--- src/rtl/wf_iq_boxcar_decim.sv ---
// -----------------------------------------------------------------------------
// wf_iq_boxcar_decim
//
// Boxcar-average decimator for the waterfall IQ path. It sums 2^k consecutive
// signed IQ samples, then rounds (half toward +inf), scales by 2^(k+IN_W-OUT_W)
// and saturates the result to OUT_W bits. The output strobe/data drive the
// waterfall sampler write port directly, in the same clock domain.
//
// Pipeline:
//   stage 1 : frame accumulator; the last sample's sum is captured into stage 2
//   stage 2 : round / shift / clamp, registered onto out_stb/out_i/out_q
//   out_stb is high on the 2nd clock after the clock that sampled the frame's
//   last in_stb.
//
// Ports:
//   adc_clk     single clock for all logic
//   rst_n       asynchronous active-low reset
//   decim_log2  average 2^decim_log2 samples; latched at frame start
//   restart     abandon the current frame (and any undelivered result)
//   in_stb      input sample valid (any duty cycle up to every clock)
//   in_i, in_q  input samples, signed IN_W
//   out_stb     one-cycle pulse: out_i/out_q updated
//   out_i/out_q averaged samples, signed OUT_W, held between strobes
//   sat         sticky flag: some output was clamped since the last sat_clr
//   sat_clr     clear sat; a saturation in the same cycle wins
// -----------------------------------------------------------------------------
module wf_iq_boxcar_decim #(
    parameter int IN_W     = 24,
    parameter int OUT_W    = 16,
    parameter int MAX_LOG2 = 7
) (
    input  logic             adc_clk,
    input  logic             rst_n,
    input  logic [2:0]       decim_log2,
    input  logic             restart,
    input  logic             in_stb,
    input  logic [IN_W-1:0]  in_i,
    input  logic [IN_W-1:0]  in_q,
    output logic             out_stb,
    output logic [OUT_W-1:0] out_i,
    output logic [OUT_W-1:0] out_q,
    output logic             sat,
    input  logic             sat_clr
);

    localparam int ACC_W = IN_W + MAX_LOG2 + 1;   // no wrap for any k <= MAX_LOG2
    localparam int CNT_W = MAX_LOG2 + 1;
    localparam int K_W   = 3;
    localparam int SH_W  = 6;

    localparam logic signed [ACC_W-1:0] OUT_MAX = (ACC_W'(1) <<< (OUT_W - 1)) - ACC_W'(1);
    localparam logic signed [ACC_W-1:0] OUT_MIN = ~OUT_MAX;

    // -------------------------------------------------------------------------
    // Shared frame control
    // -------------------------------------------------------------------------
    logic [CNT_W-1:0] count_reg;
    logic [K_W-1:0]   k_reg;
    logic             s2_valid_reg;
    logic [K_W-1:0]   s2_k_reg;
    logic             out_stb_reg;
    logic             sat_reg;

    logic [K_W-1:0]   decim_eff;
    logic [K_W-1:0]   k_cur;
    logic [CNT_W-1:0] last_idx;
    logic             frame_start;
    logic             frame_done;
    logic             out_fire;
    logic [SH_W-1:0]  sh;
    logic [1:0]       clip_vec;

    logic [IN_W-1:0]  in_data [2];
    logic [OUT_W-1:0] out_val [2];

    assign in_data[0] = in_i;
    assign in_data[1] = in_q;

    // Out-of-range requests fall back to the deepest supported average.
    generate
        if (MAX_LOG2 < (1 << K_W) - 1) begin : g_k_clamp
            assign decim_eff = (decim_log2 > K_W'(MAX_LOG2)) ? K_W'(MAX_LOG2) : decim_log2;
        end else begin : g_k_pass
            assign decim_eff = decim_log2;
        end
    endgenerate

    // Index of the last sample in the frame currently being accumulated.
    assign last_idx = (CNT_W'(1) << k_reg) - CNT_W'(1);

    always_comb begin
        // A restart turns the current cycle into an idle one, so a coincident
        // sample opens the new frame with this cycle's decim_log2.
        frame_start = in_stb && (restart || (count_reg == '0));
        k_cur       = frame_start ? decim_eff : k_reg;
        frame_done  = in_stb && (frame_start ? (decim_eff == '0) : (count_reg == last_idx));
        // restart also drops a finished sum that has not reached out_stb yet.
        out_fire    = s2_valid_reg && !restart;
    end

    assign sh = SH_W'(s2_k_reg) + SH_W'(IN_W - OUT_W);

    always_ff @(posedge adc_clk or negedge rst_n) begin
        if (!rst_n) begin
            count_reg    <= '0;
            k_reg        <= '0;
            s2_valid_reg <= 1'b0;
            s2_k_reg     <= '0;
            out_stb_reg  <= 1'b0;
            sat_reg      <= 1'b0;
        end else begin
            if (in_stb) begin
                if (frame_done) begin
                    count_reg <= '0;
                end else if (frame_start) begin
                    count_reg <= CNT_W'(1);
                end else begin
                    count_reg <= count_reg + CNT_W'(1);
                end
            end else if (restart) begin
                count_reg <= '0;
            end

            if (frame_start) begin
                k_reg <= decim_eff;
            end

            s2_valid_reg <= frame_done;
            if (frame_done) begin
                s2_k_reg <= k_cur;
            end

            out_stb_reg <= out_fire;

            if (out_fire && (|clip_vec)) begin
                sat_reg <= 1'b1;
            end else if (sat_clr) begin
                sat_reg <= 1'b0;
            end
        end
    end

    // -------------------------------------------------------------------------
    // Per-channel datapath (0 = I, 1 = Q), identical for both channels
    // -------------------------------------------------------------------------
    genvar gi;
    generate
        for (gi = 0; gi < 2; gi++) begin : g_ch
            logic signed [ACC_W-1:0] sample;
            logic signed [ACC_W-1:0] acc_reg;
            logic signed [ACC_W-1:0] s2_sum_reg;
            logic signed [ACC_W-1:0] rnd_const;
            logic signed [ACC_W-1:0] sum_rnd;
            logic signed [ACC_W-1:0] shifted;
            logic        [OUT_W-1:0] clamped;
            logic        [OUT_W-1:0] out_reg;
            logic                    clip;

            assign sample = {{(ACC_W - IN_W){in_data[gi][IN_W-1]}}, in_data[gi]};

            // Round half toward +inf: add half an output LSB, then floor-shift.
            assign rnd_const = ACC_W'(1) << (sh - SH_W'(1));
            assign sum_rnd   = s2_sum_reg + rnd_const;
            assign shifted   = sum_rnd >>> sh;

            always_comb begin
                clamped = shifted[OUT_W-1:0];
                clip    = 1'b0;
                if (shifted > OUT_MAX) begin
                    clamped = {1'b0, {(OUT_W - 1){1'b1}}};
                    clip    = 1'b1;
                end else if (shifted < OUT_MIN) begin
                    clamped = {1'b1, {(OUT_W - 1){1'b0}}};
                    clip    = 1'b1;
                end
            end

            always_ff @(posedge adc_clk or negedge rst_n) begin
                if (!rst_n) begin
                    acc_reg    <= '0;
                    s2_sum_reg <= '0;
                    out_reg    <= '0;
                end else begin
                    if (frame_done) begin
                        acc_reg    <= '0;
                        s2_sum_reg <= frame_start ? sample : (acc_reg + sample);
                    end else if (frame_start) begin
                        acc_reg <= sample;
                    end else if (in_stb) begin
                        acc_reg <= acc_reg + sample;
                    end else if (restart) begin
                        acc_reg <= '0;
                    end

                    if (out_fire) begin
                        out_reg <= clamped;
                    end
                end
            end

            assign clip_vec[gi] = clip;
            assign out_val[gi]  = out_reg;
        end
    endgenerate

    assign out_stb = out_stb_reg;
    assign out_i   = out_val[0];
    assign out_q   = out_val[1];
    assign sat     = sat_reg;

endmodule

--- config.mk ---
export PLATFORM = sky130hd
export DESIGN_NAME = wf_iq_boxcar_decim
export DESIGN_NICKNAME = d
export VERILOG_FILES = /design/src/rtl/wf_iq_boxcar_decim.sv
export SDC_FILE = /design/constraint.sdc
export NUM_CORES = 1
export LEC_CHECK = 0
export ABC_AREA = 1
export CAP_MARGIN = 20
export CORE_MARGIN = 10
export CORE_UTILIZATION = 24
export DETAILED_ROUTE_END_ITERATION = 12
export DONT_BUFFER_PORTS = 1
export HOLD_SLACK_MARGIN = 0.03
export SYNTH_ARGS = -nofsm -noshare
export SYNTH_HDL_FRONTEND = slang
export SYNTH_SLANG_ARGS = --single-unit
--- constraint.sdc ---
create_clock -name adc_clk -period 8.7 [get_ports adc_clk]
set_input_delay 1.305 -clock adc_clk [delete_from_list [all_inputs] [get_ports adc_clk]]
set_output_delay 1.305 -clock adc_clk [all_outputs]
set_load 0.05 [all_outputs]
; After elaboration in Yosys (flattened, before gate mapping)
; Index checks and enable logic that the tools add are counted.
; W data, S select, Z words.
[op_classes]
add_sub_neg = 8
order_cmp = 4
eq_ne = 1
n_shift = 4
n_mux = 25
n_reduce_logical = 12
[ops]
columns = cell, n
row1 = $mux W32, 9
row2 = $add A32 B24 Y32, 2
row3 = $add A32 B32 Y32, 2
row4 = $gt A32 B16 Y1 const B, 2
row5 = $lt A32 B16 Y1 const B, 2
row6 = $mux W16, 4
row7 = $sshr A32 B5 Y32, 2
row8 = $mux W8, 4
row9 = $shl A1 B6 Y32 const A, 1
row10 = $add A8 B1 Y8 const B, 1
row11 = $eq A8 B8 Y1, 1
row12 = $logic_not A8 Y1, 1
row13 = $shl A1 B3 Y8 const A, 1
row14 = $sub A8 B2 Y8 const B, 1
row15 = $mux W1, 7
row16 = $sub A5 B1 Y6 const B, 1
row17 = $add A3 B4 Y5 const B, 1
row18 = $logic_and A1 B1 Y1, 4
row19 = $reduce_bool A2 Y1, 2
row20 = $reduce_bool A4 Y1, 1
row21 = $logic_not A3 Y1, 1
row22 = $mux W3, 1
row23 = $reduce_or A2 Y1, 1
row24 = $logic_not A1 Y1, 1
row25 = $logic_or A1 B1 Y1, 1
[totals]
wordCells = 66
register_bits = 177
output_inout_bits = 34
in_bits = 56

; Longest topological paths before layout
; Gate-level depths: netlist of the first run.
[logic_depth]
word_depth = 11
depth_mapped = 29

; Worst setup path before layout of the first run
; OpenSTA, ideal clock, no wires.
[synth_timing]
path_kind = register -> register
from = register s2_k_reg[0]
to = register g_ch[1].out_reg[10] (netlist: out_q[10])
setup_slack_ns = 4.757
synth_period_minus_slack_ns = 3.943
t_required_ns = 8.577
stages_incl_launch_ff = 26
setup_ns = 0.123
arrival_time_ns = 3.820
path_cell_list = dfrtp_1 > buf_6 > inv_1 > clkbuf_1 > clkbuf_1 > buf_1 > nand2_1 > nor2_1 > ha_1 > nand2_1 > inv_1 > a21boi_0 > nand3_1 > nand2_1 > nand3_1 > nand2_2 > nand2_2 > nand2_1 > nand2_1 > nand2_1 > nand2_1 > nor2_1 > nand2_1 > a21oi_2 > buf_4 > a21oi_1
[synth_between]
elab_chain_cells = 8
word_cells_on_any_way = 9
cone_classes = add/sub (3) / order compare (2) / shift (2) / mux (2)
[synth_rtl]
columns = element, line
row1 = start: declaration, 60  ; logic [K_W-1:0] s2_k_reg;
row2 = start signal: assignment, 130  ; s2_k_reg <= k_cur;
row3 = $add A3 B4 Y5 *, 101  ; assign sh = SH_W'(s2_k_reg) + SH_W'(IN_W - OUT_W);
row4 = $sub A5 B1 Y6, 162  ; assign rnd_const = ACC_W'(1) << (sh - SH_W'(1));
row5 = $shl A1 B6 Y32, 162
row6 = $add A32 B32 Y32, 163  ; assign sum_rnd = s2_sum_reg + rnd_const;
row7 = $sshr A32 B5 Y32 *, 164  ; assign shifted = sum_rnd >>> sh;
row8 = $lt A32 B16 Y1, 172  ; end else if (shifted < OUT_MIN) begin
row9 = $mux W16, 172
row10 = $mux W16 *, 169  ; if (shifted > OUT_MAX) begin
row11 = end signal: assignment, 196  ; out_reg <= clamped;
row12 = end: declaration, 156  ; logic [OUT_W-1:0] out_reg;
; Mark *: on every way between the ends. The rest lies on a longest branch, timed or not.
; A chain may end at the register's enable or synchronous reset.

; Worst setup path in the final report of the first run
[layout_timing]
from = register s2_k_reg[2]
to = register g_ch[1].out_reg[8] (netlist: out_q[8])
; Same word-level chain as after synthesis.

==> metrics.json, run 1 <==
{
  "ios": {"value": 90},
  "critical_path.reg2reg.endpoint": {"value": "out_q[8]"},
  "hpwl": {"value": 37.6, "unit": "mm"},
  "worst-r2r-cell-count": {"value": 19},
  "run_status": {"value": "finished, final reports clean"},
  "floorplan.initialDensity": {"value": 24.2, "unit": "%"},
  "post_synthesis_instance_area": {"value": 0.0152, "unit": "mm^2"},
  "yosys.area.top_type": {"value": "sky130_fd_sc_hd__dfrtp_1"},
  "finalWirelength": {"value": 48.5, "unit": "mm"},
  "hp-class": {"value": "reg2reg"},
  "drtAntennaViolNets": {"value": 0},
  "drtPass1Iterations": {"value": 5},
  "hold_depth": {"value": 2},
  "crit_required": {"value": 9.02, "unit": "ns"},
  "p_int": {"value": 0.00263, "unit": "W"},
  "grtUsageTotal": {"value": 13.0, "unit": "%"},
  "holdPathEnd": {"value": "g_ch[0].acc_reg[29]"},
  "maximum_number_of_pins_on_one_net_before_global_route_repair": {"value": 176},
  "rsz0062_at_grt": {"value": "false"},
  "tritoncts_clock_tree": {"value": "yes"},
  "critPathKind": {"value": "reg2reg"},
  "drc_errors": {"value": 0},
  "die_height": {"value": 272, "unit": "um"},
  "diodes": {"value": 0},
  "viasPerCell": {"value": 4.72},
  "cells_after_synthesis": {"value": 2288},
  "vdd_ir_drop_max": {"value": 0.000164, "unit": "V"},
  "seq_power_share": {"value": 29.4, "unit": "%"},
  "achievable-frequency": {"value": 0.227, "unit": "GHz"},
  "final.setup.tns": {"value": 0, "unit": "ns"},
  "synth-edff-count": {"value": 0},
  "finalSetupViolCount": {"value": 0},
  "core_region_area": {"value": 0.0629, "unit": "mm^2"},
  "post_cts.repair.setup_buffers": {"value": 0},
  "crit_fanout": {"value": 45},
  "die-area": {"value": 0.0738, "unit": "mm^2"},
  "synth-seq-cells": {"value": 175},
  "die-width": {"value": 272, "unit": "um"},
  "synth.area.top_cells": {"value": "sky130_fd_sc_hd__dfrtp_1 (29%), sky130_fd_sc_hd__nand2_1 (16%), sky130_fd_sc_hd__ha_1 (7.2%)"},
  "ctsHtreeMaxLevel": {"value": 4},
  "row_count": {"value": 92},
  "synth-async-reset-ratio": {"value": 100, "unit": "%"},
  "vias_in_the_first_global_route": {"value": 13922},
  "synth-seq-area-share": {"value": 28.8, "unit": "%"},
  "path_cells": {"value": "buf_4 > inv_2 > nor2_1 > ha_1 > a21oi_1 > a21boi_0 > nand3_1 > nand2_1 > nand3_1 > nand2_2 > nand2_2 > nand2_1 > nand2_1 > nand2_1 > nand2_1 > nor2_1 > nand2_1 > a21oi_2 > a21oi_1"},
  "tritoncts.num_buffers": {"value": 17},
  "hold_viol": {"value": 0},
  "cp_data_arrival_time": {"value": 4.73, "unit": "ns"},
  "critPathLaunchType": {"value": "flop"},
  "cts_buffer_depth": {"value": 2},
  "timing.critical_path.slowest_cell_delay": {"value": 0.52, "unit": "ns"},
  "yosys-top-cells-count": {"value": "sky130_fd_sc_hd__nand2_1 (630), sky130_fd_sc_hd__inv_1 (214), sky130_fd_sc_hd__nand3_1 (206), sky130_fd_sc_hd__o21ai_0 (201), sky130_fd_sc_hd__nor2_1 (180)"},
  "synth_top_area_share": {"value": 28.8, "unit": "%"},
  "total_chip_power": {"value": 0.00581, "unit": "W"},
  "insertion_delay": {"value": 0.46, "unit": "ns"},
  "reg2reg_from": {"value": "s2_k_reg[2]"},
  "globalRouteOverflowTotal": {"value": 0},
  "synth_most_common_cell": {"value": "sky130_fd_sc_hd__nand2_1"},
  "worst_path_max_delay_cell": {"value": "sky130_fd_sc_hd__dfrtp_1"},
  "cts.hold.buffers_added": {"value": 0},
  "drive_above_1_share": {"value": 6.11, "unit": "%"},
  "proportion_of_power_drawn_by_the_clock_network": {"value": 13.3, "unit": "%"},
  "switching_share": {"value": 54.7, "unit": "%"},
  "yosysUniqueCellTypes": {"value": 62},
  "cts_num_sinks": {"value": 175},
  "worst_slew_margin_rel": {"value": 36.9, "unit": "%"},
  "fin_nets": {"value": 2393},
  "grt_first_pass_wirelength": {"value": 78.0, "unit": "mm"},
  "number_of_flip_flops_under_the_largest_register_name": {"value": 64},
  "total_power_divided_by_cell_area": {"value": 349, "unit": "mW/mm^2"},
  "ctsResizeCount": {"value": 0},
  "r2r_slack": {"value": 4.29, "unit": "ns"},
  "max_slew.worst_pin.slew": {"value": 0.946, "unit": "ns"},
  "detailroute.via_count": {"value": 14646},
  "synth_warnings": {"value": 0},
  "fin_clk_skew": {"value": 0.0154, "unit": "ns"},
  "worst_setup_path_end_kind": {"value": "flop"},
  "gp_congestion": {"value": 0.935},
  "clk_root_buffer_cell": {"value": "sky130_fd_sc_hd__clkbuf_16"},
  "port-buffer-count": {"value": 0},
  "antenna_found_initial": {"value": 0},
  "first_iter_violations": {"value": 1295},
  "syn_to_final_growth": {"value": 9.33, "unit": "%"},
  "syn_avg_cell_area": {"value": 6.65, "unit": "um^2"},
  "period_share": {"value": 50.7, "unit": "%"},
  "net_switching_power_figure": {"value": 0.00318, "unit": "W"},
  "drv.max_cap_violation_count": {"value": 0},
  "p_leak": {"value": 8.05, "unit": "nW"},
  "ys_dominant_reg_cell": {"value": "sky130_fd_sc_hd__dfrtp_1"},
  "timing_max_transition_violations_final": {"value": 0},
  "clk_transition_reported_paths": {"value": 0.07, "unit": "ns"},
  "hold_path.startpoint": {"value": "g_ch[0].acc_reg[29]"},
  "wire_per_inst": {"value": 15.6, "unit": "um"},
  "timing.final.crit_period": {"value": 4.41, "unit": "ns"},
  "combPwrFrac": {"value": 57.4, "unit": "%"},
  "cp_common_cell": {"value": "sky130_fd_sc_hd__nand2_1"}
}
-- power groups by stage --
stage | logic [W] | registers, W | clock network [W]
floorplan | 0.00257 | 0.00158 | 0
global placement | 0.00329 | 0.00172 | 0
detailed placement | 0.00328 | 0.00172 | 0
CTS | 0.00329 | 0.00171 | 0.000790
global route | 0.00380 | 0.00176 | 0.000821
finish | 0.00333 | 0.00171 | 0.000770
-- metal layers --
| metal | track usage [%] | vias up | wire (um) |
|---|---|---|---|
| li1 | - | 7570 | - |
| met1 | 18.8 | 6685 | 24500 |
| met2 | 18.6 | 352 | 19500 |
| met3 | 3.81 | 39 | 3840 |
| met4 | 2.91 | 0 | 664 |
| met5 | 0 | - | 0 |
-- worst max path at each step --
stage           startpoint            to  slack, ns  cells past startpoint
2_1_floorplan  s2_k_reg[0]     out_q[10]       4.76                     25
3_3_place_gp       restart  count_reg[2]       4.18                     12
3_5_place_dp       restart  count_reg[2]       4.17                     12
4_1_cts        s2_k_reg[2]      out_q[8]       4.34                     19
5_1_grt        s2_k_reg[2]      out_q[8]       3.82                     19
6_report       s2_k_reg[2]      out_q[8]       4.29                     19
-- metrics by stage --
step	std cells	util [%]	instance area, um^2	setup WS (ns)	hold WS (ns)
6_report	3106	26.5	16600	4.29	0.493
5_1_grt	3106	26.5	16600	3.82	0.524
4_1_cts	3105	26.4	16600	4.34	0.495
3_5_place_dp	3074	25.5	16000	4.17	0.475
3_3_place_gp	3074	25.5	16000	4.18	0.469
2_1_floorplan	2297	-	15200	4.76	0.453
-- logic make-up (layout without fill, tap and decap cells) --
logic type	after synthesis	count (layout)	synth area share, %
adder cells (fa/ha/maj)	89	89	7.42
buffers and inverters	301	264	7.85
XOR/XNOR	66	66	3.80
multiplexers	5	5	0.329
flip-flops	175	175	28.8
other	1	10	0.0247
AO/OA/AOI/OAI	492	492	18.6
AND/OR/NAND/NOR	1159	1159	33.1
-- cells in the final DEF (no fill, tap or decap), drive strengths merged, types with 2 or more instances in the layout --
cell type / count
a21boi: 8
a21o: 6
a21oi: 158
a22o: 37
a22oi: 2
a31oi: 25
a32o: 2
and3: 3
buf: 12
clkbuf: 19
clkinv: 4
clkinvlp: 2
conb: 10
dfrtp: 175
fa: 2
ha: 87
inv: 226
mux2i: 5
nand2: 666
nand3: 217
nand3b: 3
nand4: 30
nor2: 185
nor3: 33
nor4: 6
o211ai: 5
o21a: 8
o21ai: 219
o21bai: 6
o221ai: 2
o22ai: 7
or2: 13
or3: 2
xnor2: 17
xor2: 49
-- critical path, delay by kind of cell (launching register included) --
family	cells	cell delay [ns]
simple gates	12	1.46
compound gates	4	1.28
buf+inv	2	0.67
flops	1	0.52
fa+ha+maj	1	0.32
-- area by class of cell --
| type | count | area (um^2) |
|---|---|---|
| Clock buffer | 19 | 443 |
| Clock inverter | 12 | 125 |
| Fill cell | 7073 | 46200 |
| Inverter | 221 | 830 |
| Multi-Input combinational cell | 1821 | 9680 |
| Sequential cell | 175 | 4380 |
| Tap cell | 846 | 1060 |
| Timing Repair Buffer | 12 | 103 |
(Power assumes the default switching activity.)
==> run 2: changes to the inputs <==
==> constraint.sdc (replaced) <==
create_clock -name adc_clk -period 4 [get_ports adc_clk]
set_input_delay 0.6 -clock adc_clk [delete_from_list [all_inputs] [get_ports adc_clk]]
set_output_delay 0.6 -clock adc_clk [all_outputs]
set_load 0.05 [all_outputs]
==> run 2 against run 1 <==
The run now ends with hold timing left. Clock-buffer cell count unchanged. Worst setup slack worse by 3.9 ns. Routed wire length about the same. Total power rose by 120%. Cell count up 0.42%. Utilization grew 0.39 points. First-iteration DRC count is 4.0% lower. Maximum frequency is 24% higher. Critical path depth is 3 higher. Flip-flop and latch count unchanged. Clock power grew 150%. Clock skew rose by 0.0025 ns. Critical path type unchanged. Largest cell class unchanged.
==> metrics.json, run 2 (synthesized netlist as in run 1, its figures left out) <==
{
  "holdWs": {"value": -0.162, "unit": "ns"},
  "viasPerCell": {"value": 4.73},
  "violated_checks": {"value": "hold timing"},
  "clk_root_buffer_cell": {"value": "sky130_fd_sc_hd__clkbuf_16"},
  "max_slew.worst_pin.slew": {"value": 0.943, "unit": "ns"},
  "total_chip_power": {"value": 0.0128, "unit": "W"},
  "worst-path-buf-inv": {"value": 3},
  "hpwl": {"value": 37.3, "unit": "mm"},
  "drv.max_cap_violation_count": {"value": 0},
  "ios": {"value": 90},
  "critPathKind": {"value": "reg2reg"},
  "worst_setup_path_end_kind": {"value": "flop"},
  "finalSetupViolCount": {"value": 0},
  "timing.final.crit_period": {"value": 3.57, "unit": "ns"},
  "placed_cells_incl_taps": {"value": 3081},
  "core_region_area": {"value": 0.0629, "unit": "mm^2"},
  "fin_clk_skew": {"value": 0.0180, "unit": "ns"},
  "maximum_number_of_pins_on_one_net_before_global_route_repair": {"value": 176},
  "tritoncts.num_buffers": {"value": 17},
  "hold_viol": {"value": 175},
  "layoutNonFillerInstCount": {"value": 3119},
  "number_of_flip_flops_under_the_largest_register_name": {"value": 64},
  "fin_nets": {"value": 2405},
  "cts_num_sinks": {"value": 175},
  "crit_fanout": {"value": 16},
  "cp_data_arrival_time": {"value": 3.93, "unit": "ns"},
  "worst_slew_margin_rel": {"value": 37.0, "unit": "%"},
  "cts_buffer_depth": {"value": 2},
  "timing_max_transition_violations_final": {"value": 0},
  "drive_above_1_share": {"value": 6.69, "unit": "%"},
  "timing.critical_path.slowest_cell_delay": {"value": 0.50, "unit": "ns"},
  "path_cells": {"value": "nor2_4 > inv_1 > nor2_1 > ha_1 > nand2_1 > inv_1 > a21oi_1 > nand2_2 > nand2_2 > nand2_1 > nand2_1 > nand3_1 > nand3_1 > nand3_1 > nand2_1 > inv_1 > nor2_2 > nand3_2 > nand2_4 > nand2_1 > o21bai_1 > nand2_1"},
  "final.setup.tns": {"value": 0, "unit": "ns"},
  "worst_path_max_delay_cell": {"value": "sky130_fd_sc_hd__dfrtp_2"},
  "critPathLaunchType": {"value": "flop"},
  "tritoncts_clock_tree": {"value": "yes"},
  "crit_required": {"value": 4.37, "unit": "ns"},
  "finish.instance_area": {"value": 0.0169, "unit": "mm^2"},
  "gp_congestion": {"value": 0.944},
  "utilization": {"value": 26.8, "unit": "%"},
  "grtUsageTotal": {"value": 13.0, "unit": "%"},
  "drtPass1Iterations": {"value": 7},
  "most-common-layout-cells": {"value": "sky130_fd_sc_hd__nand2_1 (629), sky130_fd_sc_hd__inv_1 (213), sky130_fd_sc_hd__nand3_1 (206)"},
  "p_leak": {"value": 8.16, "unit": "nW"},
  "drtAntennaViolNets": {"value": 0},
  "achievable-frequency": {"value": 0.280, "unit": "GHz"},
  "detailed_place.area": {"value": 0.0161, "unit": "mm^2"},
  "detailroute.via_count": {"value": 14742},
  "port-buffer-count": {"value": 0},
  "total_power_divided_by_cell_area": {"value": 761, "unit": "mW/mm^2"},
  "first_iter_violations": {"value": 1243},
  "cp_common_cell": {"value": "sky130_fd_sc_hd__nand2_1"},
  "hp-class": {"value": "in2async"},
  "diodes": {"value": 0},
  "drc_errors": {"value": 0},
  "die_height": {"value": 272, "unit": "um"},
  "period_share": {"value": 89.2, "unit": "%"},
  "insertion_delay": {"value": 0.49, "unit": "ns"},
  "antenna_found_initial": {"value": 1},
  "finalWirelength": {"value": 48.6, "unit": "mm"},
  "globalRouteOverflowTotal": {"value": 0},
  "rsz0062_at_grt": {"value": "false"},
  "floorplan.initialDensity": {"value": 24.2, "unit": "%"},
  "mostFrequentLayoutCell": {"value": "sky130_fd_sc_hd__nand2_1"},
  "die-width": {"value": 272, "unit": "um"},
  "critical_path.top_delay_family": {"value": "simple AND/OR/NAND/NOR gates"},
  "wire_per_inst": {"value": 15.6, "unit": "um"},
  "vdd_ir_drop_max": {"value": 0.000494, "unit": "V"},
  "die-area": {"value": 0.0738, "unit": "mm^2"},
  "row_count": {"value": 92},
  "grt_first_pass_wirelength": {"value": 77.6, "unit": "mm"},
  "clk_transition_reported_paths": {"value": 0.08, "unit": "ns"},
  "syn_to_final_growth": {"value": 11.0, "unit": "%"},
  "run_status": {"value": "finished, violations left"},
  "ctsHtreeMaxLevel": {"value": 4},
  "vias_in_the_first_global_route": {"value": 13910}
}
==> run 2: cell count changes in the layout (fill, tap and decap cells not counted), sizes merged <==
cell	change
clkinv	-2
bufinv	+2
buf	+12
inv	+1
==> run 2: area by class of cell <==
| class | instances | area, um^2 |
|---|---|---|
| repair buffers | 24 | 260 |
| clock inverters | 13 | 193 |
| fillers | 7079 | 46000 |
| well taps | 846 | 1060 |
| inverters | 221 | 830 |
| multi-input cells | 1821 | 9700 |
| flip-flops and latches | 175 | 4380 |
| clock buffers | 19 | 453 |
==> run 2: power breakdown <==
| group | switching (W) | internal (W) |
|---|---|---|
| combinational | 0.00478 | 0.00246 |
| sequential | 0.00129 | 0.00243 |
| clock | 0.000851 | 0.00104 |
| total | 0.00692 | 0.00593 |
==> run 2: through the flow <==
stage | hold slack (ns) | setup WS (ns)
2_1_floorplan | 0.304 | 0.0566
3_3_place_gp | 0.328 | 0.232
3_5_place_dp | 0.326 | 0.189
4_1_cts | -0.202 | 0.162
5_1_grt | -0.188 | 0.0537
6_report | -0.162 | 0.430
==> run 2: repair_timing <==
action,CTS,global route
resized for setup,0,4
hold endpoints to repair,175,175
setup endpoints to repair,0,31
setup buffers,0,5
==> run 2: worst paths after layout <==
kind | from | end | slack (ns) | cells past startpoint
setup / recovery | s2_k_reg[1] | sat | 0.43 | 22
hold / removal | rst_n | out_i[13] | -0.16 | 0
setup reg to reg | s2_k_reg[1] | sat | 0.43 | 22
hold reg to reg | g_ch[1].acc_reg[27] | g_ch[1].acc_reg[27] | 0.49 | 2
max in group asynchronous | rst_n | g_ch[1].s2_sum_reg[3] | 3.78 | 0
min in group adc_clk | in_i[13] | g_ch[0].s2_sum_reg[13] | 0.29 | 2
==> run 2: per-layer routing <==
metal	vias up	GRT usage (%)	share of wire, %
li1	7595	-	-
met1	6762	18.7	50
met2	341	18.5	41
met3	42	3.92	7.9
met4	2	3.30	1.5
met5	-	0	0.027
